## src/rtl/id_queue_stage_pkg.sv

```systemverilog
// Shared decode definitions: opcode constants, operation enums, immediate formats and the
// packed micro-op layout carried on out_uop_o.
package id_queue_stage_pkg;

    localparam logic [6:0] OpcLoad    = 7'b0000011;
    localparam logic [6:0] OpcMiscMem = 7'b0001111;
    localparam logic [6:0] OpcOpImm   = 7'b0010011;
    localparam logic [6:0] OpcAuipc   = 7'b0010111;
    localparam logic [6:0] OpcOpImm32 = 7'b0011011;
    localparam logic [6:0] OpcStore   = 7'b0100011;
    localparam logic [6:0] OpcOp      = 7'b0110011;
    localparam logic [6:0] OpcLui     = 7'b0110111;
    localparam logic [6:0] OpcOp32    = 7'b0111011;
    localparam logic [6:0] OpcBranch  = 7'b1100011;
    localparam logic [6:0] OpcJalr    = 7'b1100111;
    localparam logic [6:0] OpcJal     = 7'b1101111;
    localparam logic [6:0] OpcSystem  = 7'b1110011;

    // Micro-op field offsets; bits above UOP_LAYOUT_W are zero.
    localparam int unsigned UOP_ALU_LSB  = 0;
    localparam int unsigned UOP_CLS_LSB  = 4;
    localparam int unsigned UOP_FN_LSB   = 7;
    localparam int unsigned UOP_WORD_BIT = 10;
    localparam int unsigned UOP_IMM_BIT  = 11;
    localparam int unsigned UOP_PC_BIT   = 12;
    localparam int unsigned UOP_CSR_LSB  = 13;
    localparam int unsigned UOP_LAYOUT_W = 15;

    typedef enum logic [3:0] {
        AluAdd, AluSub, AluSll, AluSlt, AluSltu, AluXor, AluSrl, AluSra, AluOr, AluAnd, AluPassB
    } alu_op_e;

    typedef enum logic [2:0] {
        CmpEq = 3'd0, CmpNe = 3'd1, CmpLt = 3'd4, CmpGe = 3'd5, CmpLtu = 3'd6, CmpGeu = 3'd7
    } cmp_op_e;

    typedef enum logic [1:0] {ShiftSll, ShiftSrl, ShiftSra} shift_op_e;

    typedef enum logic [2:0] {LdB, LdH, LdW, LdD, LdBu, LdHu, LdWu} load_op_e;

    typedef enum logic [2:0] {StB, StH, StW, StD} store_op_e;

    typedef enum logic [1:0] {CsrNone, CsrWrite, CsrSet, CsrClear} csr_op_e;

    typedef enum logic [2:0] {
        ClsAlu, ClsLoad, ClsStore, ClsBranch, ClsJump, ClsCsr, ClsSys, ClsTrap
    } uop_class_e;

    typedef enum logic [2:0] {
        GenNone, GenI, GenS, GenB, GenU, GenJ, GenShamt, GenZimm
    } gen_type_e;

    function automatic alu_op_e alu_from_funct3(input logic [2:0] funct3);
        case (funct3)
            3'd0:    return AluAdd;
            3'd1:    return AluSll;
            3'd2:    return AluSlt;
            3'd3:    return AluSltu;
            3'd4:    return AluXor;
            3'd5:    return AluSrl;
            3'd6:    return AluOr;
            default: return AluAnd;
        endcase
    endfunction

    function automatic logic [UOP_LAYOUT_W-1:0] pack_uop(
        input alu_op_e    alu,
        input uop_class_e cls,
        input logic [2:0] fn,
        input logic       word,
        input logic       use_imm,
        input logic       use_pc,
        input csr_op_e    csr
    );
        return {csr, use_pc, use_imm, word, fn, cls, alu};
    endfunction

endpackage

```

## src/rtl/id_queue_stage_decode_core.sv

```systemverilog
// Pure combinational RV64I decoder: instruction -> register indices/enables, immediate,
// packed micro-op and illegal flag.
module id_queue_stage_decode_core
    import id_queue_stage_pkg::*;
#(
    parameter int unsigned XLEN  = 64,
    parameter int unsigned ILEN  = 32,
    parameter int unsigned UOP_W = 32
) (
    input  logic [ILEN-1:0]  inst,
    output logic [4:0]       rs1,
    output logic [4:0]       rs2,
    output logic [4:0]       rd,
    output logic             rs1_en,
    output logic             rs2_en,
    output logic             rd_en,
    output logic [XLEN-1:0]  imm,
    output logic [UOP_W-1:0] uop,
    output logic             illegal
);

    logic [6:0] opc;
    logic [2:0] f3;
    logic [6:0] f7;

    assign opc = inst[6:0];
    assign f3  = inst[14:12];
    assign f7  = inst[31:25];

    logic       ill, r1e, r2e, rde, word, use_imm, use_pc;
    alu_op_e    alu;
    uop_class_e cls;
    logic [2:0] fn;
    csr_op_e    csr;
    gen_type_e  gen;

    always_comb begin
        ill     = 1'b0;
        r1e     = 1'b0;
        r2e     = 1'b0;
        rde     = 1'b0;
        word    = 1'b0;
        use_imm = 1'b0;
        use_pc  = 1'b0;
        alu     = AluAdd;
        cls     = ClsAlu;
        fn      = 3'd0;
        csr     = CsrNone;
        gen     = GenNone;
        case (opc)
            OpcLui: begin
                rde = 1'b1; gen = GenU; alu = AluPassB; use_imm = 1'b1;
            end
            OpcAuipc: begin
                rde = 1'b1; gen = GenU; use_imm = 1'b1; use_pc = 1'b1;
            end
            OpcJal: begin
                rde = 1'b1; gen = GenJ; cls = ClsJump; use_pc = 1'b1;
            end
            OpcJalr: begin
                rde = 1'b1; r1e = 1'b1; gen = GenI; cls = ClsJump;
                ill = (f3 != 3'd0);
            end
            OpcBranch: begin
                r1e = 1'b1; r2e = 1'b1; gen = GenB; cls = ClsBranch; fn = f3;
                ill = (f3 == 3'd2) || (f3 == 3'd3);
            end
            OpcLoad: begin
                rde = 1'b1; r1e = 1'b1; gen = GenI; cls = ClsLoad; fn = f3; use_imm = 1'b1;
                ill = (f3 == 3'd7);
            end
            OpcStore: begin
                r1e = 1'b1; r2e = 1'b1; gen = GenS; cls = ClsStore; fn = f3; use_imm = 1'b1;
                ill = f3[2];
            end
            OpcOpImm, OpcOpImm32: begin
                rde = 1'b1; r1e = 1'b1; use_imm = 1'b1; gen = GenI;
                word = (opc == OpcOpImm32);
                alu = alu_from_funct3(f3);
                if (f3 == 3'd1) begin
                    gen = GenShamt;
                    ill = word ? (f7 != 7'd0) : (inst[31:26] != 6'd0);
                end else if (f3 == 3'd5) begin
                    gen = GenShamt;
                    alu = inst[30] ? AluSra : AluSrl;
                    ill = word ? ({f7[6], f7[4:0]} != 6'd0) : ({inst[31], inst[29:26]} != 5'd0);
                end else if (word && f3 != 3'd0) begin
                    ill = 1'b1;
                end
            end
            OpcOp, OpcOp32: begin
                rde = 1'b1; r1e = 1'b1; r2e = 1'b1;
                word = (opc == OpcOp32);
                alu = alu_from_funct3(f3);
                if (f7 == 7'h20 && (f3 == 3'd0 || f3 == 3'd5)) begin
                    alu = (f3 == 3'd0) ? AluSub : AluSra;
                end else if (f7 != 7'd0) begin
                    ill = 1'b1;
                end
                if (word && !(f3 == 3'd0 || f3 == 3'd1 || f3 == 3'd5)) ill = 1'b1;
            end
            OpcMiscMem: begin
                cls = ClsSys;
                ill = (f3[2:1] != 2'd0);
            end
            OpcSystem: begin
                if (f3 == 3'd0) begin
                    // Only ecall, ebreak, mret and wfi are recognised.
                    cls = ClsSys;
                    ill = !(inst[31:7] == 25'h0 || inst[31:7] == 25'h2000 ||
                            inst[31:7] == 25'h604000 || inst[31:7] == 25'h20A000);
                end else if (f3 == 3'd4) begin
                    ill = 1'b1;
                end else begin
                    cls = ClsCsr; rde = 1'b1; fn = f3;
                    csr = csr_op_e'(f3[1:0]);
                    if (f3[2]) gen = GenZimm;
                    else       r1e = 1'b1;
                end
            end
            default: ill = 1'b1;
        endcase
    end

    logic [XLEN-1:0] imm_raw;

    always_comb begin
        imm_raw = '0;
        case (gen)
            GenI:     imm_raw = {{(XLEN-12){inst[31]}}, inst[31:20]};
            GenS:     imm_raw = {{(XLEN-12){inst[31]}}, inst[31:25], inst[11:7]};
            GenB:     imm_raw = {{(XLEN-13){inst[31]}}, inst[31], inst[7], inst[30:25],
                                 inst[11:8], 1'b0};
            GenU:     imm_raw = {{(XLEN-32){inst[31]}}, inst[31:12], 12'd0};
            GenJ:     imm_raw = {{(XLEN-21){inst[31]}}, inst[31], inst[19:12], inst[20],
                                 inst[30:21], 1'b0};
            GenShamt: imm_raw = XLEN'(inst[25:20]);
            GenZimm:  imm_raw = XLEN'(inst[19:15]);
            default:  imm_raw = '0;
        endcase
    end

    always_comb begin
        illegal = ill;
        rs1_en  = r1e & ~ill;
        rs2_en  = r2e & ~ill;
        rd_en   = rde & ~ill & (inst[11:7] != 5'd0);
        rs1     = rs1_en ? inst[19:15] : 5'd0;
        rs2     = rs2_en ? inst[24:20] : 5'd0;
        rd      = rd_en  ? inst[11:7]  : 5'd0;
        imm     = ill ? '0 : imm_raw;
        uop     = ill ? UOP_W'(pack_uop(AluAdd, ClsTrap, 3'd0, 1'b0, 1'b0, 1'b0, CsrNone))
                      : UOP_W'(pack_uop(alu, cls, fn, word, use_imm, use_pc, csr));
    end

endmodule

```

## src/rtl/id_queue_stage.sv

```systemverilog
// Decode stage: DEPTH-entry {pc,inst} FIFO feeding a registered decoded output slot, with
// an empty-FIFO bypass so a lone instruction reaches EX one cycle after acceptance.
module id_queue_stage
    import id_queue_stage_pkg::*;
#(
    parameter int unsigned XLEN  = 64,
    parameter int unsigned PC_W  = 64,
    parameter int unsigned ILEN  = 32,
    parameter int unsigned DEPTH = 4,
    parameter int unsigned UOP_W = 32
) (
    input  logic                       clk,
    input  logic                       rst,
    input  logic                       flush_i,
    input  logic                       in_valid_i,
    output logic                       in_ready_o,
    input  logic [PC_W-1:0]            in_pc_i,
    input  logic [ILEN-1:0]            in_inst_i,
    output logic                       out_valid_o,
    input  logic                       out_ready_i,
    output logic [PC_W-1:0]            out_pc_o,
    output logic [ILEN-1:0]            out_inst_o,
    output logic [4:0]                 out_rs1_o,
    output logic [4:0]                 out_rs2_o,
    output logic [4:0]                 out_rd_o,
    output logic                       out_rs1_en_o,
    output logic                       out_rs2_en_o,
    output logic                       out_rd_en_o,
    output logic [XLEN-1:0]            out_imm_o,
    output logic [UOP_W-1:0]           out_uop_o,
    output logic                       out_illegal_o,
    output logic [$clog2(DEPTH+1)-1:0] occupancy_o
);

    localparam int unsigned PtrW = $clog2(DEPTH);
    localparam int unsigned CntW = $clog2(DEPTH+1);

    logic [PC_W-1:0] pc_mem   [DEPTH];
    logic [ILEN-1:0] inst_mem [DEPTH];

    logic [PtrW-1:0] rd_ptr_q, wr_ptr_q;
    logic [CntW-1:0] count_q, count_d;

    logic             out_valid_q, out_rs1_en_q, out_rs2_en_q, out_rd_en_q, out_illegal_q;
    logic [PC_W-1:0]  out_pc_q;
    logic [ILEN-1:0]  out_inst_q;
    logic [4:0]       out_rs1_q, out_rs2_q, out_rd_q;
    logic [XLEN-1:0]  out_imm_q;
    logic [UOP_W-1:0] out_uop_q;

    logic push, load, fifo_nonempty, pop, fifo_wr, src_valid;
    logic [PC_W-1:0] src_pc;
    logic [ILEN-1:0] src_inst;

    assign fifo_nonempty = (count_q != CntW'(0));
    assign in_ready_o    = (count_q != CntW'(DEPTH));
    assign push          = in_valid_i & in_ready_o;
    assign load          = ~out_valid_q | out_ready_i;
    assign pop           = load & fifo_nonempty;
    // A push bypasses the FIFO only when it goes straight into a free slot.
    assign fifo_wr       = push & ~(load & ~fifo_nonempty);
    assign src_valid     = fifo_nonempty | push;
    assign src_pc        = fifo_nonempty ? pc_mem[rd_ptr_q]   : in_pc_i;
    assign src_inst      = fifo_nonempty ? inst_mem[rd_ptr_q] : in_inst_i;

    always_comb begin
        count_d = count_q + CntW'(fifo_wr) - CntW'(pop);
    end

    logic [4:0]       dec_rs1, dec_rs2, dec_rd;
    logic             dec_rs1_en, dec_rs2_en, dec_rd_en, dec_illegal;
    logic [XLEN-1:0]  dec_imm;
    logic [UOP_W-1:0] dec_uop;

    id_queue_stage_decode_core #(
        .XLEN  (XLEN),
        .ILEN  (ILEN),
        .UOP_W (UOP_W)
    ) u_decode_core (
        .inst    (src_inst),
        .rs1     (dec_rs1),
        .rs2     (dec_rs2),
        .rd      (dec_rd),
        .rs1_en  (dec_rs1_en),
        .rs2_en  (dec_rs2_en),
        .rd_en   (dec_rd_en),
        .imm     (dec_imm),
        .uop     (dec_uop),
        .illegal (dec_illegal)
    );

    always_ff @(posedge clk) begin
        if (fifo_wr && !flush_i && !rst) begin
            pc_mem[wr_ptr_q]   <= in_pc_i;
            inst_mem[wr_ptr_q] <= in_inst_i;
        end
    end

    always_ff @(posedge clk) begin
        if (rst) begin
            rd_ptr_q      <= '0;
            wr_ptr_q      <= '0;
            count_q       <= '0;
            out_valid_q   <= 1'b0;
            out_pc_q      <= '0;
            out_inst_q    <= '0;
            out_rs1_q     <= '0;
            out_rs2_q     <= '0;
            out_rd_q      <= '0;
            out_rs1_en_q  <= 1'b0;
            out_rs2_en_q  <= 1'b0;
            out_rd_en_q   <= 1'b0;
            out_imm_q     <= '0;
            out_uop_q     <= '0;
            out_illegal_q <= 1'b0;
        end else if (flush_i) begin
            rd_ptr_q    <= '0;
            wr_ptr_q    <= '0;
            count_q     <= '0;
            out_valid_q <= 1'b0;
        end else begin
            count_q  <= count_d;
            rd_ptr_q <= rd_ptr_q + PtrW'(pop);
            wr_ptr_q <= wr_ptr_q + PtrW'(fifo_wr);
            if (load) begin
                out_valid_q <= src_valid;
                if (src_valid) begin
                    out_pc_q      <= src_pc;
                    out_inst_q    <= src_inst;
                    out_rs1_q     <= dec_rs1;
                    out_rs2_q     <= dec_rs2;
                    out_rd_q      <= dec_rd;
                    out_rs1_en_q  <= dec_rs1_en;
                    out_rs2_en_q  <= dec_rs2_en;
                    out_rd_en_q   <= dec_rd_en;
                    out_imm_q     <= dec_imm;
                    out_uop_q     <= dec_uop;
                    out_illegal_q <= dec_illegal;
                end
            end
        end
    end

    assign out_valid_o   = out_valid_q;
    assign out_pc_o      = out_pc_q;
    assign out_inst_o    = out_inst_q;
    assign out_rs1_o     = out_rs1_q;
    assign out_rs2_o     = out_rs2_q;
    assign out_rd_o      = out_rd_q;
    assign out_rs1_en_o  = out_rs1_en_q;
    assign out_rs2_en_o  = out_rs2_en_q;
    assign out_rd_en_o   = out_rd_en_q;
    assign out_imm_o     = out_imm_q;
    assign out_uop_o     = out_uop_q;
    assign out_illegal_o = out_illegal_q;
    assign occupancy_o   = count_q;

endmodule

```

## config.mk

```make
export PLATFORM = sky130hd
export DESIGN_NAME = id_queue_stage
export DESIGN_NICKNAME = d
export VERILOG_FILES = /design/src/rtl/id_queue_stage_pkg.sv /design/src/rtl/id_queue_stage_decode_core.sv /design/src/rtl/id_queue_stage.sv
export SDC_FILE = /design/constraint.sdc
export NUM_CORES = 1
export LEC_CHECK = 0
export BUFFER_PORTS_ARGS = -buffer_cell sky130_fd_sc_hd__buf_4
export CAP_MARGIN = 20
export CORE_MARGIN = 4
export CORE_UTILIZATION = 55
export CTS_BUF_LIST = sky130_fd_sc_hd__clkbuf_4
export DETAILED_ROUTE_END_ITERATION = 16
export PLACE_DENSITY = 0.87
export SETUP_SLACK_MARGIN = 0.02
export SLEW_MARGIN = 5
export SYNTH_ARGS = -nofsm -noshare
export SYNTH_HDL_FRONTEND = slang
export SYNTH_HIERARCHICAL = 1
export SYNTH_SLANG_ARGS = --single-unit
export TNS_END_PERCENT = 30
```

## constraint.sdc

```tcl
create_clock -name clk -period 24.7 [get_ports clk]
set_input_delay 3.705 -clock clk [delete_from_list [all_inputs] [get_ports clk]]
set_output_delay 3.705 -clock clk [all_outputs]
set_load 0.05 [all_outputs]
```

# After elaboration in Yosys (flattened, before gate mapping)
# Memories as Yosys holds them, arrays and structs flattened. A register that Yosys moved wholly into a read port is not among the register bits.
# Cells that the tools add are included.
# classes
addsub,4
eq_ne,32
n_mux,57
n_bitwise,15
reduce_logical,40
# ops
cell,count
one-hot mux 64 bit (7 select lines),1
two-way mux 64 bit,2
"equality test 7 x 6 -> 1 bit, second input constant",5
two-way mux 32 bit,1
two-way mux 3 bit,10
"equality test 7 bit, second input constant",4
one-hot mux 4 bit (7 select lines),1
"equality test 25 x 14 -> 1 bit, second input constant",1
"equality test 25 x 22 -> 1 bit, second input constant",1
"equality test 25 x 23 -> 1 bit, second input constant",1
zero test 25 bit,1
"equality test 3 bit, second input constant",8
one-hot mux 4 bit (6 select lines),1
"equality test 7 x 5 -> 1 bit, second input constant",3
two-way mux 1 bit,21
one-hot mux 3 bit (7 select lines),1
one-hot mux 3 bit (6 select lines),1
two-way mux 15 bit,1
two-way mux 5 bit,3
OR reduction 2 bit,7
"equality test 3 x 2 -> 1 bit, second input constant",4
two-way mux 4 bit,3
one-hot mux 4 bit (3 select lines),1
nonzero test 6 bit,2
other kinds (28),64
# word_totals
regBits,219
ram_bits,384
input_bits,101
output_inout_bits,216
wordCells,165
n_memories,2
# mem_list
memory,depth,width,rd,rd_clocked_by_memory_dff,wr,line,source
pc_mem,4,64,1,1,1,id_queue_stage.sv:38,logic [PC_W-1:0] pc_mem [DEPTH];
inst_mem,4,32,1,1,1,id_queue_stage.sv:39,logic [ILEN-1:0] inst_mem [DEPTH];

# Longest topological paths before layout
# depth
word_depth,13
depth_mapped,18
mapped_depth_nobuf,12

# By module
# Netlist, hierarchy kept.
# modules_own_cells
module,n_inst,cells_per_inst,area_per_inst_um2,seq_area_each_um2
id_queue_stage,1,1694,23623.9,15915.3
id_queue_stage_decode_core,1,310,1913.1,0.0

# Worst setup path after synthesis
# Ideal clock, no wire load.
# synth_path
kind,input-to-reg
startpoint,in flush_i
endpoint,mem inst_mem[2][0] (enable)
setup_time_ns,0.820
arrival_time_ns,14.209
required_time_ns,23.880
setup_slack_ns,9.671
path_stages,4
path_buffers,2
path_cell_list,clkbuf_1 -> or2_2 -> clkbuf_1 -> nor4b_1
# synth_via
elab_chain_cells,5
# synth_rtl
element,line,source
"start, declared",id_queue_stage.sv:14,"input logic flush_i,"
zero test 1 bit,id_queue_stage.sv:93,if (fifo_wr && !flush_i && !rst) begin
logical AND 1 bit (2 in a row),id_queue_stage.sv:93,
two-way mux 1 bit,id_queue_stage.sv:93,
two-way mux 1 bit (not written as such),id_queue_stage.sv:95,inst_mem[wr_ptr_q] <= in_inst_i;
"end, declared",id_queue_stage.sv:39,
# Every way passes these cells.

# Final worst setup path
# layout_path
startpoint,in in_inst_i[6]
endpoint,reg out_imm_q[58] (netlist: out_imm_o[58])
# layout_via
elab_chain_cells,8
elab_cells_between_ends,38
cone_classes,eq/ne (20); mux (11); reduce/logical (7)
# layout_rtl
element,line,source
"start, declared",id_queue_stage.sv:18,"input logic [ILEN-1:0] in_inst_i,"
two-way mux 32 bit *,id_queue_stage.sv:64,assign src_inst = fifo_nonempty ? inst_mem[rd_ptr_q] : in_inst_i;
via src_inst[6],id_queue_stage.sv:53,logic [ILEN-1:0] src_inst;
branches (longest 6 deep; another with one-hot mux 64 bit (7 select lines)),n/a,
two-way mux 64 bit *,id_queue_stage_decode_core.sv:151,imm = ill ? '0 : imm_raw;
"end signal, assigned",id_queue_stage.sv:136,out_imm_q <= dec_imm;
"end, declared",id_queue_stage.sv:48,logic [XLEN-1:0] out_imm_q;
# Mark *: on every way through the listed nets, which the timed path passes.
# A chain may end at the register's enable or synchronous reset.

==> flow_summary.json <==
{
  "synthesis.area_sq_um": 25500,
  "die_h_microns": 223,
  "setup.worst_path.end_class": "flip-flop",
  "dieWidth_microns": 223,
  "async_flop_share_pct": 0,
  "finalSetupTns_ns": 0,
  "arrival_ns": 7.01,
  "critPathMaxFanout": 33,
  "port_buffers": 316,
  "post-cts-setup-buffers": 0,
  "routed_wl_microns": 72200,
  "synth_area_leader_cell": "edfxtp_1",
  "hold_path_depth": 2,
  "period_minus_slack_ns": 6.16,
  "yosys.area.top_type_share_pct": 45.2,
  "ctsLongestPathBuffers": 3,
  "post_cts_resized": 0,
  "startpoint_type": "input port",
  "rows": 78,
  "outcome": "finished clean",
  "holdCritPathClass": "flip-flop to flip-flop",
  "die-area_sq_um": 49900,
  "wire_per_inst_microns": 24.3,
  "antenna_found_initial": 5,
  "p_per_area_nw_per_um2": 72.6,
  "ctsHoldBuffers": 0,
  "setup-violations-final": 0,
  "seq_area_frac_synth_pct": 62.3,
  "post-route-drc-count": 0,
  "fillerInstances": 3300,
  "ys.flop_type": "edfxtp_1",
  "vias_per_cell": 6.43,
  "cts.sinks": 603,
  "synthSimpleGateAreaFrac_pct": 10.0,
  "drive_gt1_share_pct": 30.1,
  "antenna_left": 0,
  "hpwl_microns": 42200,
  "synthXorXnorAreaFrac_pct": 0.137,
  "firstDrtPassIters": 6,
  "syn2layout_area_growth_pct": 16.6,
  "reg2reg_depth": 14,
  "synthTopCellsByArea": "edfxtp_1, dfxtp_1, mux4_2, nand2_1, o31ai_1",
  "ys_ff_latch": 603,
  "synthMuxAreaShare_pct": 8.51,
  "cts_root_buf": "clkbuf_4",
  "syn_inst": 2004,
  "clock_latency_ns": 0.96,
  "cts_tree": "yes",
  "drv_cap": 0,
  "post_synth_fa_ha_maj_area_fraction_pct": 0.176,
  "initial_utilization_pct": 55.9,
  "worst_slew_pin_slew_ns": 1.12,
  "worstSetupPathType": "input port to flip-flop",
  "drtIter0Drc": 2255,
  "core_sq_um": 45700,
  "clock_skew_ns": 0.0560,
  "rsz0062_at_grt": "no",
  "grt_pass1_wl_microns": 111000,
  "layout.nets": 2360,
  "grt_max_degree": 132,
  "avgSynthCellArea_sq_um": 12.7,
  "fin_ws_ns": 18.54,
  "place_congestion": 0.874,
  "synth_compound_area_share_pct": 13.6,
  "pre_cts_ws_ns": 17.69,
  "yosys_warnings": 6,
  "slew_violations": 0,
  "clk_pin_slew_ns": 0.06,
  "synth-edff-count": 384,
  "synth_cell_types": 74,
  "max-vdd-ir-drop_mv": 0.0636,
  "grt_pass1_vias": 19400,
  "vias": 19100,
  "overflow": 0,
  "maxSlewHeadroom_pct": 25.3,
  "fmax_mhz": 162,
  "cp.required_ns": 25.55,
  "final-hold-violation-count": 0,
  "cts-htree-levels": 4,
  "cts_made_buffers": 148,
  "p_leak_nw": 10.5,
  "finalCritPeriodShare_pct": 25.0,
  "grt_usage_pct": 28.5,
  "synth_top_family_by_area": "compound AO/OA/AOI/OAI gates",
  "ios": 317
}
[report_power, final]
group | internal [mW] | total [mW] | switching (mW) | leakage, nW
registers | 1.08 | 1.10 | 0.0111 | 5.24
clock network | 0.467 | 0.860 | 0.393 | 1.18
logic | 0.0570 | 0.206 | 0.149 | 4.08
total | 1.61 | 2.16 | 0.553 | 10.5
[kinds of logic (layout without fill, tap and decap cells)]
family / after synthesis / after routing
flops: 603 / 603
simple gates: 516 / 516
compound gates: 509 / 509
buf+inv: 271 / 625
mux: 97 / 97
xor+xnor: 4 / 4
fa+ha+maj: 3 / 3
other cells: 1 / 20
[cells in the mapped netlist, drive strengths merged, types with 2 or more instances]
cell / count
a32oi: 2
o21ai: 17
clkbuf: 129
a22oi: 5
buf: 131
nor2b: 9
and4bb: 2
nand2: 269
nor3b: 6
a211oi: 2
o211a: 3
a311oi: 96
and3: 9
or2: 2
o21bai: 2
a31oi: 100
nand4: 118
o2111ai: 4
xor2: 2
nand2b: 7
mux4: 96
nand3b: 4
nand3: 7
nor3: 21
nor2: 27
nor4: 8
or4: 2
ha: 2
edfxtp: 384
inv: 11
xnor2: 2
and2: 17
or3b: 2
o31ai: 118
a221oi: 2
a21oi: 145
o21a: 3
dfxtp: 219
[sequential cells by signal (all words and copies together) (netlist names), 2 cells and up]
name,flops
out_imm_o,64
out_pc_o,64
rd_ptr_q,2
out_rs1_o,5
pc_mem,256
out_uop_o,32
out_rs2_o,5
occupancy_o,3
out_inst_o,32
wr_ptr_q,2
inst_mem,128
out_rd_o,5
[per-stage QoR]
| stage | instance area [sq um] | power [mW] | hold WS, ns | utilization [%] | std cells |
|---|---|---|---|---|---|
| 5_1_grt | 29800 | 2.25 | 0.483 | 65.2 | 2977 |
| 2_1_floorplan | 25600 | 1.25 | 0.538 | - | 2020 |
| 3_3_place_gp | 27700 | 1.31 | 0.457 | 60.7 | 2705 |
| 3_5_place_dp | 27700 | 1.32 | 0.461 | 60.7 | 2705 |
| 4_1_cts | 29700 | 2.18 | 0.469 | 65.1 | 2973 |
| 6_report | 29800 | 2.16 | 0.470 | 65.2 | 2977 |
[worst max-delay path, cell delays in order]
cell and delay (ns):
buf_4 0.13, nand2_1 0.07, nand2_1 0.42, nor2_1 0.35, nand2_1 0.14, a21oi_1 0.83
or2_2 0.29, o21bai_4 0.15, nor3b_2 0.20, buf_4 0.35, nand4_1 0.14, a21oi_1 0.20
[layer usage]
layer | vias to the layer above | track usage, % | share of wire [%]
li1 | 8408 | - | -
met1 | 9399 | 36.1 | 37
met2 | 1171 | 46.1 | 49
met3 | 158 | 8.00 | 10
met4 | 4 | 12.9 | 3.5
met5 | - | 0 | 0.044
[final timing paths]
kind	from	end	slack, ns
worst max-delay path	in_inst_i[6]	out_imm_o[58]	18.54
worst max register to register	rd_ptr_q[0]	out_uop_o[9]	19.31
worst min register to register	out_uop_o[26]	out_uop_o[26]	0.47
worst min-delay path	out_uop_o[26]	out_uop_o[26]	0.47
[cell usage in the layout, fill, tap and decap left out, drive strengths merged, types with 5 or more instances in the layout]
master  count
inv        13
a311oi     96
and2       17
buf       346
o21ai      17
nor3b       6
conb       17
dfxtp     219
clkinv     28
nand2b      7
and3        9
nand4     118
mux4       96
edfxtp    384
nor2b       9
a31oi     100
nor4        8
clkbuf    230
nor3       21
nor2       27
nand3       7
nand2     269
a21oi     145
a22oi       5
o31ai     118
[layout make-up]
class	count	area (sq um)	area share (%)
antenna	3	7.51	0.0252
multi-input combinational	1146	8420	28.3
sequential	603	15900	53.5
clock buffer	230	1730	5.80
tap	600	751	2.52
inverter	11	46.3	0.155
timing repair buffer	346	2620	8.80
clock inverter	38	283	0.950
Note: power is estimated with default switching activity, not from simulation.
